## src/rtl/instruction_fetch_stage.sv

```systemverilog
// instruction_fetch_stage
// Instruction Fetch stage plus IF/ID pipeline register feeding Instruction_Decode.
// Holds the PC, drives the fetch address, and captures the fetched word together
// with its PC+4 for decode. Applies branch redirects and hazard stalls from decode.
// Optional feature: define IF_PERF_COUNT_EN to add the FetchCount/StallCount
// performance counters (ports and registers are absent otherwise).
module instruction_fetch_stage #(
    parameter logic [31:0] RESET_PC = 32'h0000_0000,
    parameter logic [31:0] NOP_WORD = 32'h0000_0000
) (
    input  logic        Clock,
    input  logic        Reset,
    input  logic        PCSel,
    input  logic [31:0] BranchPC,
    input  logic        Stall_PC,
    input  logic        Stall_ID,
    input  logic [31:0] InstrData,
    output logic [31:0] InstrAddr,
    output logic [31:0] Instruction_ID,
    output logic [31:0] PCPlusFour_ID,
    output logic        Valid_ID,
`ifdef IF_PERF_COUNT_EN
    output logic [31:0] FetchCount,
    output logic [31:0] StallCount,
`endif
    output logic [0:0]  state_dbg
);

    // Two-state sequencer: one BOOT cycle after reset, then RUN forever.
    localparam logic [0:0] BOOT = 1'b0;
    localparam logic [0:0] RUN  = 1'b1;

    // There is no valid/ready handshake in this stage: flow control is the
    // stall pair from decode. Valid_ID=1 marks a real instruction in IF/ID,
    // Valid_ID=0 marks a bubble (NOP_WORD with PCPlusFour_ID=0); decode must
    // treat a bubble as doing nothing.

    logic [0:0]  state_q;
    logic [0:0]  state_d;
    logic [31:0] pc_q;
    logic [31:0] pc_d;
    logic [31:0] pc_plus_four;
    logic [31:0] redirect_pc;
    logic        id_load;
    logic        id_bubble;

    // Sequential PC arithmetic wraps naturally at 2^32.
    assign pc_plus_four = pc_q + 32'd4;
    // Branch targets are forced word aligned.
    assign redirect_pc  = BranchPC & ~32'h0000_0003;
    assign InstrAddr    = pc_q;
    assign state_dbg    = state_q;

    // Next-state, next-PC and IF/ID update selection.
    always_comb begin
        state_d   = state_q;
        pc_d      = pc_q;
        id_load   = 1'b0;
        id_bubble = 1'b0;
        case (state_q)
            BOOT: begin
                // Stall and redirect inputs are ignored until RUN.
                state_d   = RUN;
                pc_d      = RESET_PC;
                id_bubble = 1'b1;
            end
            RUN: begin
                state_d = RUN;
                // A redirect is not taken while the PC is stalled: the branch
                // operands are not ready yet, decode will re-present it.
                if (Stall_PC) begin
                    pc_d = pc_q;
                end else if (PCSel) begin
                    pc_d = redirect_pc;
                end else begin
                    pc_d = pc_plus_four;
                end
                // Stall_ID holds IF/ID even in the (illegal) case where the PC
                // still advances; the PC path above is independent of it.
                if (Stall_ID) begin
                    id_load   = 1'b0;
                    id_bubble = 1'b0;
                end else if (Stall_PC || PCSel) begin
                    // PC-only stall, or a taken branch squashing the
                    // wrong-path word (no delay slot).
                    id_bubble = 1'b1;
                end else begin
                    id_load = 1'b1;
                end
            end
            default: begin
                state_d   = BOOT;
                pc_d      = RESET_PC;
                id_bubble = 1'b1;
            end
        endcase
    end

    // State and PC registers; reset wins over every other input.
    always_ff @(posedge Clock) begin
        if (Reset) begin
            state_q <= BOOT;
            pc_q    <= RESET_PC;
        end else begin
            state_q <= state_d;
            pc_q    <= pc_d;
        end
    end

    // IF/ID pipeline register: load the fetched word, insert a bubble, or hold.
    always_ff @(posedge Clock) begin
        if (Reset) begin
            Instruction_ID <= NOP_WORD;
            PCPlusFour_ID  <= 32'd0;
            Valid_ID       <= 1'b0;
        end else if (id_load) begin
            Instruction_ID <= InstrData;
            PCPlusFour_ID  <= pc_plus_four;
            Valid_ID       <= 1'b1;
        end else if (id_bubble) begin
            Instruction_ID <= NOP_WORD;
            PCPlusFour_ID  <= 32'd0;
            Valid_ID       <= 1'b0;
        end
    end

`ifdef IF_PERF_COUNT_EN
    logic stall_event;

    // A stall cycle is any RUN edge with the PC held.
    assign stall_event = (state_q == RUN) && Stall_PC;

    // Saturating count of instructions delivered to decode.
    always_ff @(posedge Clock) begin
        if (Reset) begin
            FetchCount <= 32'd0;
        end else if (id_load && (FetchCount != 32'hFFFF_FFFF)) begin
            FetchCount <= FetchCount + 32'd1;
        end
    end

    // Saturating count of PC stall cycles.
    always_ff @(posedge Clock) begin
        if (Reset) begin
            StallCount <= 32'd0;
        end else if (stall_event && (StallCount != 32'hFFFF_FFFF)) begin
            StallCount <= StallCount + 32'd1;
        end
    end
`endif

endmodule

```

## config.mk

```make
export PLATFORM = sky130hd
export DESIGN_NAME = instruction_fetch_stage
export DESIGN_NICKNAME = d
export VERILOG_FILES = /design/src/rtl/instruction_fetch_stage.sv
export SDC_FILE = /design/constraint.sdc
export NUM_CORES = 1
export LEC_CHECK = 0
export CAP_MARGIN = 20
export CORE_MARGIN = 1
export CORE_UTILIZATION = 38
export CTS_BUF_LIST = sky130_fd_sc_hd__clkbuf_8
export DETAILED_ROUTE_END_ITERATION = 10
export PLACE_DENSITY = 0.72
export SLEW_MARGIN = 20
export SYNTH_ARGS = -nofsm -noshare
export SYNTH_HDL_FRONTEND = slang
export SYNTH_SLANG_ARGS = --single-unit
```

## constraint.sdc

```tcl
create_clock -name Clock -period 2.6 [get_ports Clock]
set_clock_uncertainty 0.15 [all_clocks]
set_input_delay 0.52 -clock Clock [delete_from_list [all_inputs] [get_ports Clock]]
set_output_delay 0.52 -clock Clock [all_outputs]
set_load 0.05 [all_outputs]
```

### Yosys cells after proc, flatten, opt, wreduce, memory -nomap -nowiden

Index checks and enable logic that the tools add are counted.

| cells by class | value |
|---|---|
| add/sub/neg operators | 1 |
| multiply operators | 0 |
| divide/modulo/power cells | 0 |
| magnitude comparators | 0 |
| equal/unequal tests | 1 |
| shift-type cells | 0 |
| multiplexer cells | 15 |
| bitwise logic cells | 1 |
| reduce and logical (&&, ||, !) cells | 2 |

Operators with widths:

| operator | count |
|---|---|
| 32-bit two-way mux | 5 |
| 32-bit one-hot mux with 2 select lines | 1 |
| 32-bit by 3-bit adder with 32-bit output (second input constant) | 1 |
| 1-bit two-way mux | 8 |
| 2-bit inequality test (second input constant) | 1 |
| 1-bit one-hot mux with 2 select lines | 1 |
| 2-bit nonzero test | 1 |
| 1-bit logical OR | 1 |
| 1-bit NOT | 1 |

| storage, ports and cells | value |
|---|---|
| flip-flop bits (word level) | 98 |
| latch bits | 0 |
| memory bits (writable) | 0 |
| bits in read-only memories | 0 |
| bits of input ports | 69 |
| output and inout bits | 98 |
| logic and storage cells | 25 |
| memories | 0 |

### Logic depth before layout (Yosys ltp)

| depth | value |
|---|---|
| depth after elaboration | 6 |
| mapped depth | 7 |
| gate-level depth less buffers | 6 |

### Least setup slack after synthesis

Ideal clock, no wire load.

| path | value |
|---|---|
| kind | reg-to-reg |
| start | register pc_q[2], in the netlist InstrAddr[2] |
| end | register PCPlusFour_ID[26] |
| setup time | 0.117 ns |
| data arrival time | 2.491 ns |
| required time | 2.333 ns |
| path slack | -0.158 ns |
| stages on the path, launching flop included | 8 |
| path buffers | 1 |
| period minus slack after synthesis | 2.758 ns |
| cells stage by stage | dfxtp_1 > ha_1 > nand3_4 > or4_1 > buf_6 > nor4_4 > xor2_1 > a22o_1 |

| on the way | value |
|---|---|
| cells in the longest elaborated chain, start to end | 2 |

RTL lines:

| item | line | text |
|---|---|---|
| from (decl) | 40 | `logic [31:0] pc_q;` |
| from (signal assigned) | 106 | `pc_q <= pc_d;` |
| 32-bit by 3-bit adder with 32-bit output | 48 | `assign pc_plus_four = pc_q + 32'd4;` |
| 32-bit two-way mux | 116 | `end else if (id_load) begin` |
| to (signal assigned) | 118 | `PCPlusFour_ID <= pc_plus_four;` |
| to (decl) | 20 | `output logic [31:0] PCPlusFour_ID,` |

No other way between the ends.
A chain may end at the register's enable or synchronous reset.

### Final worst setup path

| path | value |
|---|---|
| start | register pc_q[13], in the netlist InstrAddr[13] |
| end | output port InstrAddr[13] |

RTL lines:

| item | line | text |
|---|---|---|
| to (decl) | 18 | `output logic [31:0] InstrAddr,` |

No word-level cell between the ends.

==> flow_metrics.env <==
export IMPL_synth_seq_area_share=0.445
export IMPL_vias=4336
export IMPL_post_cts_setup_buffer_count=0
export IMPL_dieArea_mm2=0.0117
export IMPL_dpl_cell_count=795
export IMPL_portBuffers=162
export IMPL_holdPathEnd="PCPlusFour_ID[17]$_SDFFE_PP0P_"
export IMPL_place_gp_congestion=0.860
export IMPL_r2r_end="PCPlusFour_ID[26]$_SDFFE_PP0P_"
export IMPL_holdWs_ns=0.305
export IMPL_layout_common_cells="clkdlybuf4s50_1, dfxtp_1, nor2_1, nand2_1, a22oi_1"
export IMPL_finalNonFillerCells=810
export IMPL_vias_per_cell=5.35
export IMPL_clock_latency_ns=0.38
export IMPL_power_leakage_nw=2.27
export IMPL_worstPathArrival_ns=1.79
export IMPL_fin_setup_tns_ns=0
export IMPL_path_buf_inv=1
export IMPL_clkPwrFrac=0.374
export IMPL_chipHeight_um=108
export IMPL_end_kind="output port"
export IMPL_path_depth=1
export IMPL_synth_seq_cells=95
export IMPL_ctsHoldBuffers=0
export IMPL_synth_cell_types=50
export IMPL_synth_edff_count=0
export IMPL_syn_area_mm2=0.00427
export IMPL_crit_slowest_cell="clkdlybuf4s50_1"
export IMPL_clock_fmax_mhz=407
export IMPL_slew_headroom=0.510
export IMPL_crit_chain="clkdlybuf4s50_1"
export IMPL_final_fill_count=1002
export IMPL_row_count=38
export IMPL_grt_total_usage=0.234
export IMPL_switching_share=0.257
export IMPL_drive_above_1_share=0.0836
export IMPL_use_met2=0.393
export IMPL_cts_made_buffers=9
export IMPL_intPower_mw=2.25
export IMPL_min_path_cells=2
export IMPL_worstSetupStartpointType="register"
export IMPL_yosysWarnings=0
export IMPL_grt_pass1_wl_um=21300
export IMPL_slowest_delay_ns=0.90
export IMPL_yosysTopAreaCellShare=0.445
export IMPL_cts_resized=0
export IMPL_grt_pass1_vias=4343
export IMPL_grt_start_max_net_pins=48
export IMPL_total_power_mw=3.03
export IMPL_die_w_um=108
export IMPL_worst_pin_slew_ns=0.732
export IMPL_seqPwrFrac=0.494
export IMPL_cts_root_buf="clkbuf_8"
export IMPL_mostFrequentLayoutCell="clkdlybuf4s50_1"
export IMPL_post_route_util=0.582
export IMPL_slew_viol_final=0
export IMPL_cts_buffer_depth=2
export IMPL_yosysTopAreaCell="dfxtp_1"
export IMPL_status="finished clean"
export IMPL_syn_area_per_cell_um2=8.43
export IMPL_wl_um=13300
export IMPL_busiest_layer="met2"
export IMPL_drt_iter0_drc=266
export IMPL_htreeDepth=3
export IMPL_final_antenna_net_count=0
export IMPL_power_frac_comb=0.132
export IMPL_critPathMaxFanout=8
export IMPL_synthTopCellsByArea="dfxtp_1, a22oi_1, nor2_1, nand2_1, o21ai_0"
export IMPL_use_met1=0.276
export IMPL_drc=0
export IMPL_cpLargestDelayFamily="buffers and inverters"
export IMPL_num_nets_final=736
export IMPL_r2r_cells=6
export IMPL_tritoncts="done"
export IMPL_rr_startpoint="InstrAddr[3]$_SDFFE_PP0P_"
export IMPL_switching_power_uw=779
export IMPL_r2r_setup_slack_ns=0.23
export IMPL_min_from="PCPlusFour_ID[17]$_SDFFE_PP0P_"
export IMPL_grt_util_met3=0.0693
export IMPL_drv_cap=0
export IMPL_dp_hpwl_um=9650
export IMPL_core_area_mm2=0.0109
export IMPL_worstSetupPathType="reg -> out"
export IMPL_cts_sinks=95
export IMPL_num_antenna_cells=0
export IMPL_gr_total_overflow=0
export IMPL_fin_crit_sh=0.944
export IMPL_rsz0062_at_grt="false"
export IMPL_async_flop_share=0
export IMPL_period_minus_slack_ns=2.46
export IMPL_hold_viol_final=0
export IMPL_first_pass_iters=5
export IMPL_antenna_found_initial=0
export IMPL_vdd_ir_drop_max_uv=267
export IMPL_area_growth_pct=48.2
export IMPL_finalSetupViolCount=0
export IMPL_synthCells=507
export IMPL_path_clk_slew_ns=0.10
export IMPL_synth_flop_cell="dfxtp_1"
export IMPL_critPathRequiredTime_ns=1.93
export IMPL_power_density_mw_per_mm2=478
export IMPL_hp_class="reg -> reg"
export IMPL_start_util=0.392
export IMPL_io_pins=167
export IMPL_wire_per_inst_um=16.4
## synthesized netlist by cell type (3+ instances only)
cell type	n
dfxtp_1	95
nor2_1	64
nand2_1	50
a22oi_1	49
o21ai_0	32
clkbuf_1	30
a21oi_1	28
xor2_1	16
nand3_1	12
xnor2_1	12
and3_1	11
nor3_1	10
o22ai_1	9
inv_1	8
nand4_1	8
a22o_1	6
a31oi_1	6
and2_1	4
buf_1	4
buf_2	4
buf_4	4
mux2i_1	4
a32o_1	3
and4_1	3
nor2b_1	3
nor4_1	3
o21a_1	3
or3_1	3
## worst register-to-register path: cells and delay by family, from the launching register on
kind | cells | cell delay (ns)
adder cells (fa/ha/maj) | 1 | 0.31
XOR/XNOR | 1 | 0.12
flip-flops | 1 | 0.40
AO/OA/AOI/OAI | 1 | 0.21
AND/OR/NAND/NOR | 3 | 1.08
## flip-flops by register name, summed over array words and instances, names as in the netlist
name / flops
PCPlusFour_ID: 31
Valid_ID: 1
state_dbg: 1
InstrAddr: 30
Instruction_ID: 32
## metrics by stage
| stage | instance area [µm²] | setup slack, ns |
|---|---|---|
| floorplan | 4280 | 0.0329 |
| global placement | 6100 | 0.149 |
| detailed placement | 6100 | 0.0883 |
| CTS | 6330 | 0.0785 |
| global route | 6330 | 0.0962 |
| finish | 6330 | 0.145 |
## cell families after synthesis
group	after synthesis	synth area share
compound gates	144	0.219
flops	95	0.445
other cells	1	0.000878
fa+ha+maj	1	0.00293
simple gates	183	0.214
xor+xnor	28	0.0574
mux	4	0.00937
buf+inv	51	0.0513
## layer usage
layer | up-vias | wire length [µm]
li1 | 2123 | -
met1 | 2017 | 5450
met2 | 176 | 6310
met3 | 20 | 1260
met4 | 0 | 273
met5 | - | 0
## power groups by stage
stage	Combinational (mW)	Sequential [mW]	Clock, mW
after floorplan	0.138	1.59	0
after global placement	0.393	1.53	0
after detailed placement	0.399	1.53	0
after CTS	0.400	1.49	1.16
after global routing	0.427	1.50	1.22
final	0.399	1.49	1.13
## area by class of cell
| class | count | area (µm²) | share of cell area |
|---|---|---|---|
| clock buffers | 11 | 151 | 0.0239 |
| flip-flops and latches | 95 | 1900 | 0.301 |
| inverters | 8 | 30.0 | 0.00474 |
| clock inverters | 4 | 77.6 | 0.0123 |
| repair buffers | 190 | 1830 | 0.289 |
| well taps | 140 | 175 | 0.0277 |
| multi-input cells | 362 | 2160 | 0.342 |
## worst max path at each step
| stage | from | end | slack, ns |
|---|---|---|---|
| after floorplan | InstrAddr[6]$_SDFFE_PP0P_ | PCPlusFour_ID[26]$_SDFFE_PP0P_ | 0.03 |
| after global placement | InstrAddr[3]$_SDFFE_PP0P_ | PCPlusFour_ID[26]$_SDFFE_PP0P_ | 0.15 |
| after detailed placement | InstrAddr[3]$_SDFFE_PP0P_ | PCPlusFour_ID[26]$_SDFFE_PP0P_ | 0.09 |
| after CTS | InstrAddr[3]$_SDFFE_PP0P_ | PCPlusFour_ID[26]$_SDFFE_PP0P_ | 0.08 |
| after global routing | InstrAddr[12]$_SDFFE_PP0P_ | InstrAddr[12] | 0.1 |
| final | InstrAddr[13]$_SDFFE_PP0P_ | InstrAddr[13] | 0.14 |
Note: power is estimated with default switching activity, not from simulation.
